--- src/rtl/servo_pwm_multi_if.sv ---
// Avalon-MM slave bus bundle for the multi-channel servo PWM block.
// The host side uses the master modport and the PWM block uses the slave modport.
interface servo_pwm_multi_if #(
    parameter int ADDR_W = 5
);
    logic [ADDR_W-1:0] avs_address;
    logic              avs_write;
    logic [31:0]       avs_writedata;
    logic              avs_read;
    logic [31:0]       avs_readdata;

    modport master (
        output avs_address,
        output avs_write,
        output avs_writedata,
        output avs_read,
        input  avs_readdata
    );

    modport slave (
        input  avs_address,
        input  avs_write,
        input  avs_writedata,
        input  avs_read,
        output avs_readdata
    );
endinterface

--- src/rtl/servo_pwm_multi.sv ---
// NUM_CH servo PWM outputs driven from one shared frame counter. Width and enable
// writes land in shadow registers and are copied (clamped) to the active set at each frame wrap.
module servo_pwm_multi #(
    parameter int NUM_CH       = 4,
    parameter int CNT_W        = 20,
    parameter int PERIOD_TICKS = 1000000,
    parameter int MIN_TICKS    = 50000,
    parameter int MAX_TICKS    = 100000,
    parameter int ADDR_W       = 5
) (
    input  logic              clk,
    input  logic              reset_n,
    servo_pwm_multi_if.slave  avs,
    output logic [NUM_CH-1:0] pwm_out,
    output logic              frame_tick
);
    localparam logic [CNT_W-1:0] MIN_W    = CNT_W'(MIN_TICKS);
    localparam logic [CNT_W-1:0] MAX_W    = CNT_W'(MAX_TICKS);
    localparam logic [CNT_W-1:0] MID_W    = CNT_W'((MIN_TICKS + MAX_TICKS) / 2);
    localparam logic [CNT_W-1:0] LAST_CNT = CNT_W'(PERIOD_TICKS - 1);
    localparam int               EN_ADDR   = NUM_CH;
    localparam int               FCNT_ADDR = NUM_CH + 1;

    logic [CNT_W-1:0]  cnt_q, cnt_d;
    logic [CNT_W-1:0]  shadow_w_q [NUM_CH];
    logic [CNT_W-1:0]  shadow_w_d [NUM_CH];
    logic [CNT_W-1:0]  active_w_q [NUM_CH];
    logic [CNT_W-1:0]  active_w_d [NUM_CH];
    logic [NUM_CH-1:0] shadow_en_q, shadow_en_d;
    logic [NUM_CH-1:0] active_en_q, active_en_d;
    logic [31:0]       frame_cnt_q, frame_cnt_d;
    logic              frame_tick_q, frame_tick_d;
    logic [NUM_CH-1:0] pwm_q, pwm_d;
    logic [31:0]       rdata_q, rdata_d;
    logic [31:0]       rdata_mux;
    logic              wrap;
    int                addr;

    function automatic logic [CNT_W-1:0] clamp(input logic [CNT_W-1:0] x);
        if (x < MIN_W)      return MIN_W;
        else if (x > MAX_W) return MAX_W;
        else                return x;
    endfunction

    assign addr = int'(avs.avs_address);
    assign wrap = (cnt_q == LAST_CNT);

    // Upper write-data bits beyond the width registers carry no meaning.
    if (CNT_W < 32) begin : g_wdata_unused
        logic unused_wdata;
        assign unused_wdata = ^avs.avs_writedata[31:CNT_W];
    end

    always_comb begin
        // NOTE: every comb output gets a default first so no path can infer a latch.
        cnt_d        = wrap ? '0 : cnt_q + 1'b1;
        shadow_en_d  = shadow_en_q;
        active_en_d  = active_en_q;
        frame_cnt_d  = frame_cnt_q + (wrap ? 32'd1 : 32'd0);
        frame_tick_d = wrap;
        rdata_mux    = '0;

        for (int i = 0; i < NUM_CH; i++) begin
            shadow_w_d[i] = shadow_w_q[i];
            active_w_d[i] = active_w_q[i];
            pwm_d[i]      = active_en_q[i] && (cnt_q < active_w_q[i]);
            if (wrap) active_w_d[i] = clamp(shadow_w_q[i]);
            if (avs.avs_write && addr == i) shadow_w_d[i] = avs.avs_writedata[CNT_W-1:0];
            if (addr == i) rdata_mux = 32'(shadow_w_q[i]);
        end

        // The active load above reads the pre-write shadow, so a write on the wrap edge waits a frame.
        if (wrap) active_en_d = shadow_en_q;
        if (avs.avs_write && addr == EN_ADDR) shadow_en_d = avs.avs_writedata[NUM_CH-1:0];

        if (addr == EN_ADDR)   rdata_mux = 32'(shadow_en_q);
        if (addr == FCNT_ADDR) rdata_mux = frame_cnt_q;

        rdata_d = avs.avs_read ? rdata_mux : rdata_q;
    end

    always_ff @(posedge clk or negedge reset_n) begin
        if (!reset_n) begin
            cnt_q        <= '0;
            shadow_en_q  <= '0;
            active_en_q  <= '0;
            frame_cnt_q  <= '0;
            frame_tick_q <= 1'b0;
            pwm_q        <= '0;
            rdata_q      <= '0;
            // NOTE: width registers are discrete flops, not RAM, so each entry is reset.
            for (int i = 0; i < NUM_CH; i++) begin
                shadow_w_q[i] <= MID_W;
                active_w_q[i] <= MID_W;
            end
        end else begin
            cnt_q        <= cnt_d;
            shadow_en_q  <= shadow_en_d;
            active_en_q  <= active_en_d;
            frame_cnt_q  <= frame_cnt_d;
            frame_tick_q <= frame_tick_d;
            pwm_q        <= pwm_d;
            rdata_q      <= rdata_d;
            for (int i = 0; i < NUM_CH; i++) begin
                shadow_w_q[i] <= shadow_w_d[i];
                active_w_q[i] <= active_w_d[i];
            end
        end
    end

    assign avs.avs_readdata = rdata_q;
    assign pwm_out          = pwm_q;
    assign frame_tick       = frame_tick_q;
endmodule

--- src/flat_wrapper.sv ---
// flat-port wrapper written by rule: the top's interface ports become plain ports
module servo_pwm_multi_flat 
#(
    parameter int NUM_CH       = 4,
    parameter int CNT_W        = 20,
    parameter int PERIOD_TICKS = 1000000,
    parameter int MIN_TICKS    = 50000,
    parameter int MAX_TICKS    = 100000,
    parameter int ADDR_W       = 5
)
  (clk, reset_n, pwm_out, frame_tick, avs_avs_address, avs_avs_write, avs_avs_writedata, avs_avs_read, avs_avs_readdata);
  servo_pwm_multi_if #(.ADDR_W(ADDR_W)) avs_i ();
  input  logic clk;
  input  logic reset_n;
  output logic [NUM_CH-1:0] pwm_out;
  output logic frame_tick;
  input wire logic [$bits(avs_i.avs_address)-1:0] avs_avs_address;
  input wire logic [$bits(avs_i.avs_write)-1:0] avs_avs_write;
  input wire logic [$bits(avs_i.avs_writedata)-1:0] avs_avs_writedata;
  input wire logic [$bits(avs_i.avs_read)-1:0] avs_avs_read;
  output wire logic [$bits(avs_i.avs_readdata)-1:0] avs_avs_readdata;
  assign avs_i.avs_address = avs_avs_address;
  assign avs_i.avs_write = avs_avs_write;
  assign avs_i.avs_writedata = avs_avs_writedata;
  assign avs_i.avs_read = avs_avs_read;
  assign avs_avs_readdata = avs_i.avs_readdata;
  servo_pwm_multi #(.NUM_CH(NUM_CH), .CNT_W(CNT_W), .PERIOD_TICKS(PERIOD_TICKS), .MIN_TICKS(MIN_TICKS), .MAX_TICKS(MAX_TICKS), .ADDR_W(ADDR_W)) u_core (.clk(clk), .reset_n(reset_n), .avs(avs_i), .pwm_out(pwm_out), .frame_tick(frame_tick));
endmodule
--- config.mk ---
export PLATFORM = sky130hd
export DESIGN_NAME = servo_pwm_multi_flat
export DESIGN_NICKNAME = d
export VERILOG_FILES = /design/src/rtl/servo_pwm_multi_if.sv /design/src/rtl/servo_pwm_multi.sv /design/src/flat_wrapper.sv
export SDC_FILE = /design/constraint.sdc
export NUM_CORES = 1
export LEC_CHECK = 0
export CAP_MARGIN = 0
export CORE_MARGIN = 10
export CORE_UTILIZATION = 26
export CTS_CLUSTER_DIAMETER = 30
export CTS_CLUSTER_SIZE = 14
export DETAILED_ROUTE_END_ITERATION = 8
export SETUP_SLACK_MARGIN = 0.02
export SLEW_MARGIN = 10
export SYNTH_ARGS = -nofsm -noshare
export SYNTH_HDL_FRONTEND = slang
export SYNTH_SLANG_ARGS = --single-unit
--- constraint.sdc ---
create_clock -name clk -period 7.2 [get_ports clk]
set_input_delay 1.8 -clock clk [delete_from_list [all_inputs] [get_ports clk]]
set_output_delay 1.8 -clock clk [all_outputs]
set_load 0.005 [all_outputs]
==> results of run 1 <==
==> layer usage <==
metal,GRT usage (%),up-vias,wire length (µm)
li1,-,4656,-
met1,16.6,4949,17200
met2,21.1,248,18500
met3,2.61,59,2050
met4,4.05,0,855
met5,0,-,0
==> final cells by class <==
type / count / area, µm² / share of cell area (%)
Clock buffer: 67 / 1530 / 9.32
Sequential cell: 257 / 6510 / 39.6
Timing Repair Buffer: 76 / 746 / 4.53
Inverter: 102 / 385 / 2.34
Tap cell: 672 / 841 / 5.11
Multi-Input combinational cell: 830 / 6000 / 36.4
Clock inverter: 40 / 450 / 2.74
==> stage by stage <==
step           cell area [µm²]  cells  setup WS, ns  hold WS, ns
2_1_floorplan            13100   1233          3.59        0.439
3_3_place_gp             14500   1937          2.66        0.466
3_5_place_dp             14500   1937          2.56        0.470
4_1_cts                  16500   2044          2.63        0.481
5_1_grt                  16500   2044          2.43        0.496
6_report                 16500   2044          2.71        0.480
==> worst max-delay path: cells and delay by family (launching register included) <==
kind          cells  cell delay [ns]
buf+inv           2             0.67
fa+ha+maj         2             0.51
flops             1             0.54
simple gates      7             2.48
xor+xnor          1             0.14
==> synth_stat cells (all sizes together) (28+ instances only) <==
library cell / instances
nand2: 100
o21ai: 44
a22oi: 33
nor2: 81
dfrtp: 193
ha: 79
a21oi: 58
clkbuf: 29
nand3: 28
o22ai: 37
dfstp: 64
inv: 102
mux2: 86
==> kinds of logic (layout without fill, tap and decap cells) <==
group | Yosys count | count (layout) | synth area share [%]
buf+inv | 146 | 285 | 4.56
simple gates | 338 | 338 | 12.9
fa+ha+maj | 79 | 79 | 7.54
mux | 109 | 109 | 9.34
xor+xnor | 43 | 43 | 2.87
compound gates | 261 | 261 | 13.1
flops | 257 | 257 | 49.7
==> how the worst max path moves through the flow <==
stage,startpoint,end,slack [ns]
2_1_floorplan,u_core.cnt_q[8],u_core.frame_cnt_q[22],3.59
3_3_place_gp,avs_avs_address[2],u_core.avs.avs_readdata[10],2.66
3_5_place_dp,avs_avs_address[2],u_core.avs.avs_readdata[10],2.56
4_1_cts,u_core.cnt_q[8],u_core.frame_cnt_q[22],2.63
5_1_grt,u_core.cnt_q[8],u_core.frame_cnt_q[22],2.43
6_report,u_core.cnt_q[7],u_core.frame_cnt_q[22],2.71
==> power by group through the flow <==
stage | Clock [mW] | Sequential [mW] | Combinational [mW]
after detailed placement | 0 | 1.76 | 0.434
after floorplan | 0 | 1.68 | 0.264
after global placement | 0 | 1.76 | 0.424
after CTS | 2.67 | 1.74 | 0.437
after global routing | 2.75 | 1.76 | 0.472
final | 2.62 | 1.75 | 0.438
==> flip-flops by register name (all words and copies together), names as in the netlist <==
signal	cells
u_core.shadow_w_q	80
u_core.frame_tick	1
u_core.active_en_q	4
u_core.avs.avs_readdata	32
u_core.shadow_en_q	4
u_core.frame_cnt_q	32
u_core.cnt_q	20
u_core.active_w_q	80
u_core.pwm_out	4
==> results.yml, run 1 <==
run_status:
  status: "finished clean"
synth:
  seq_area_frac_synth_pct: 49.7
  yosysTopAreaCell: "dfrtp_1"
  syn_nets: 1353
  synth-edff-count: 0
  syn_area_um2: 13100
  ys_async_sr_fraction_pct: 100
  synth.distinct_cells: 59
  syn_inst: 1233
  synth_top_area_share_pct: 36.9
  synthTopCellsByArea: "dfrtp_1 (37%), dfstp_2 (13%), ha_1 (7.5%)"
  synth_seq_cells: 257
  avgSynthCellArea_um2: 10.6
  synth.yosys.warnings: 0
  ys.flop_type: "dfrtp_1"
detailed_routing:
  avgViaCountPerCell: 4.85
  wl_mm: 38.6
  postRouteAntennaNets: 0
  num_vias: 9912
  drt_iter0_markers: 673
  drc_errors: 0
  wl_per_cell_um: 18.9
  drt_pass1_iterations: 5
floorplanning:
  die_w_um: 244
  placementRows: 82
  die_area_um2: 59800
  die_h_um: 244
  start_util_pct: 26.2
  core-area_um2: 50000
  io-pin-count: 78
flow_run:
  maxCapViolations: 0
setup_path:
  slowest_stage: "or4_1"
  path_class: "flip-flop to flip-flop"
  cp_max_fo: 41
  crit_required_ns: 7.67
  end_kind: "flip-flop"
  path_cells: "or4_1 -> or4_1 -> nand2b_1 -> buf_4 -> inv_4 -> ha_1 -> ha_1 -> nand3_1 -> nor4_1 -> nor2b_1 -> nand4_1 -> xnor2_1"
  arrival_ns: 4.96
  max_stage_delay_ns: 0.58
  reg2reg_from: "u_core.cnt_q[7]"
  r2r_slack_ns: 2.71
  r2r_end: "u_core.frame_cnt_q[22]"
  r2r_cells: 12
  cp-start-kind: "flip-flop"
power:
  finalPower_mw: 4.81
  pwr-share-seq_pct: 36.4
  clockPowerShare_pct: 54.5
  power.density_nw_per_um2: 292
  power_leakage_nw: 7.03
  power_frac_comb_pct: 9.1
  p_int_mw: 3.51
  switching_share_pct: 27.0
  ir_worst_vdd_mv: 0.185
  switching_power_mw: 1.30
grt:
  grt_overflow: 0
  grt_pass1_wl_mm: 60.9
  grt_use_total_pct: 12.8
  grt_max_degree: 139
  grt_pass1_vias: 10200
  antenna_found_initial: 0
timing:
  finClkSkew_ns: 0.0269
  maxSlewViolCount: 0
  slew_headroom_pct: 14.8
  post-route-period-util_pct: 62.4
  setup_violations: 0
  rsz0062_at_grt: "false"
  period_minus_slack_ns: 4.49
  clock.fmax_mhz: 223
  tightest_slew_ns: 1.27
  hold_violations: 0
  tns_ns: 0
layout:
  syn2layout_area_growth_pct: 25.7
  drive_above_1_share_pct: 21.2
  nets: 1444
  layout_commonest_cell: "dfrtp_1"
  fillers: 5054
  layout_common_cells: "dfrtp_1 (193), inv_1 (101), nand2_1 (100)"
  final_util_pct: 32.9
  diodes: 0
cts:
  cts_root_buf: "clkbuf_16"
  cts_hold_buf: 0
  tritoncts: "built"
  postCtsSetupBuffers: 0
  cts.reportedPaths.clkPinSlew_ns: 0.05
  cts_buffers: 57
  clock_path_buffers: 3
  htreeDepth: 2
  clock_latency_ns: 0.59
  cts_sinks: 257
  cts_resized: 0
worst_hold_path:
  hold_path.startpoint: "u_core.active_w_q[60]"
  hold_path_class: "flip-flop to flip-flop"
  holdPathEnd: "u_core.active_w_q[60]"
  worstHoldPathCells: 2
place:
  globalplace.congestion: 0.913
  place_hpwl_mm: 27.4
  io_buffers: 65
(Power assumes the default switching activity.)
==> inputs of run 2 (changes only) <==
clock period = 3.7 ns   (was 7.2 ns; I/O delays follow)
==> run 2 against run 1 <==
- sequential power is 95% higher
- utilization is 0.88 points higher
- design area is 2.7% higher
- combinational power is 100% higher
- setup slack worse by 2.4 ns
- fmax is 34% higher
- flip-flop and latch count stayed put
- total power is 110% higher
- clock power is 120% higher
- non-clock buffer count is 26 higher
- largest power group unchanged
==> results.yml, run 2 (same netlist as run 1, synthesis figures left out) <==
setup_path:
  end_kind: "flip-flop"
  crit_required_ns: 4.16
  path_class: "flip-flop to flip-flop"
  max_stage_delay_ns: 0.56
  r2r_end: "u_core.frame_cnt_q[21]"
  arrival_ns: 3.82
  r2r_cells: 10
  cp_max_fo: 4
  reg2reg_from: "u_core.cnt_q[8]"
  r2r_slack_ns: 0.34
  path_cells: "or4b_1 -> or4_1 -> nand2b_1 -> inv_4 -> ha_1 -> nand4_1 -> or2_2 -> nor3_1 -> nand3_1 -> xnor2_1"
  slowest_stage: "or4_1"
  cp-start-kind: "flip-flop"
floorplanning:
  die_h_um: 244
  die_w_um: 244
  core-area_um2: 50000
  placementRows: 82
  die_area_um2: 59800
  start_util_pct: 26.2
  io-pin-count: 78
grt:
  grt_max_degree: 98
  antenna_found_initial: 1
  grt_pass1_wl_mm: 62.8
  grt_overflow: 0
  grt_pass1_vias: 10500
  grt_use_total_pct: 13.2
cts:
  clock_path_buffers: 3
  cts_hold_buf: 0
  cts_root_buf: "clkbuf_16"
  postCtsSetupBuffers: 0
  cts.reportedPaths.clkPinSlew_ns: 0.05
  htreeDepth: 2
  tritoncts: "built"
  cts_sinks: 257
  cts_buffers: 60
  cts_resized: 0
  clock_latency_ns: 0.59
place:
  dpl_worst_slack_ns: 0.300
  globalplace.congestion: 0.866
  place_hpwl_mm: 28.0
  io_buffers: 65
detailed_routing:
  wl_met1_mm: 17.5
  drt_iter0_markers: 725
  wl_mm: 39.7
  num_vias: 10200
  wl_met2_mm: 18.9
  wl_per_cell_um: 19.1
  drt_pass1_iterations: 6
  dr_wl_met3_mm: 2.40
  avgViaCountPerCell: 4.92
  top_layer: "met5"
  drc_errors: 0
  postRouteAntennaNets: 0
timing:
  setup_violations: 0
  period_minus_slack_ns: 3.36
  setup_ws_ns: 0.339
  hold_violations: 0
  finClkSkew_ns: 0.0180
  clock.fmax_mhz: 297
  maxSlewViolCount: 0
  tns_ns: 0
  post-route-period-util_pct: 90.9
  rsz0062_at_grt: "false"
  slew_headroom_pct: 24.1
  tightest_slew_ns: 1.13
layout:
  layout_common_cells: "dfrtp_1 (193), inv_1 (101), nand2_1 (100)"
  drive_above_1_share_pct: 22.5
  nets: 1473
  top_regs: "u_core.active_w_q (80), u_core.shadow_w_q (80)"
  syn2layout_area_growth_pct: 29.0
  diodes: 0
  layout_commonest_cell: "dfrtp_1"
power:
  ir_worst_vdd_mv: 0.332
  power_leakage_nw: 7.25
  power.density_nw_per_um2: 596
run_status:
  status: "finished clean"
worst_hold_path:
  hold_path_class: "primary input to asynchronous set/reset pin"
flow_run:
  maxCapViolations: 0
[run 2: cell count changes in the layout (fill, tap and decap cells not counted), moves of 3 or more]
cell and delta:
clkbuf_16 +3, clkinv_4 -5, clkinv_2 -10, clkbuf_1 +6
bufinv_16 +7, buf_4 +26, clkinvlp_4 +3
[run 2: through the flow]
| step | total power, mW | cell area [µm²] | instances | utilization (%) | hold slack [ns] |
|---|---|---|---|---|---|
| finish | 10.1 | 16900 | 2075 | 33.8 | 0.396 |
| global route | 10.4 | 16900 | 2075 | 33.8 | 0.442 |
| CTS | 10.1 | 16900 | 2075 | 33.8 | 0.409 |
| detailed placement | 4.31 | 14700 | 1963 | 29.4 | 0.471 |
| global placement | 4.29 | 14700 | 1963 | 29.4 | 0.461 |
| floorplan | 3.78 | 13100 | 1233 | - | 0.439 |
[run 2: cell type report]
cell class	instances	area, µm²
Fill cell	5031	33100
Sequential cell	257	6510
Multi-Input combinational cell	830	6000
Clock buffer	77	1650
Timing Repair Buffer	102	941
Tap cell	672	841
Clock inverter	35	582
Inverter	102	385
[run 2: worst max-delay path by stage]
stage | start | to | slack [ns] | cells after the start
6_report | u_core.cnt_q[8] | u_core.frame_cnt_q[21] | 0.34 | 10
5_1_grt | u_core.cnt_q[8] | u_core.frame_cnt_q[22] | 0.06 | 12
4_1_cts | u_core.cnt_q[8] | u_core.frame_cnt_q[22] | 0.23 | 12
3_5_place_dp | u_core.cnt_q[8] | u_core.frame_cnt_q[29] | 0.30 | 11
3_3_place_gp | u_core.cnt_q[8] | u_core.frame_cnt_q[22] | 0.30 | 12
2_1_floorplan | u_core.cnt_q[8] | u_core.frame_cnt_q[22] | 0.09 | 14
[run 2: metal layers]
| metal | vias up | global-route usage, % |
|---|---|---|
| li1 | 4719 | - |
| met1 | 5073 | 16.9 |
| met2 | 345 | 22.0 |
| met3 | 74 | 2.67 |
| met4 | 2 | 3.93 |
| met5 | - | 0 |
[run 2: power by group]
part	internal (mW)	switching (mW)
Clock	4.04	1.73
Sequential	3.07	0.345
Combinational	0.395	0.499
Total	7.51	2.57
[run 2: worst max-delay path, delay by kind of cell (launching register included)]
kind	cells	cell delay (ns)
simple gates	7	2.37
flops	1	0.37
fa+ha+maj	1	0.23
xor+xnor	1	0.15
buf+inv	1	0.11
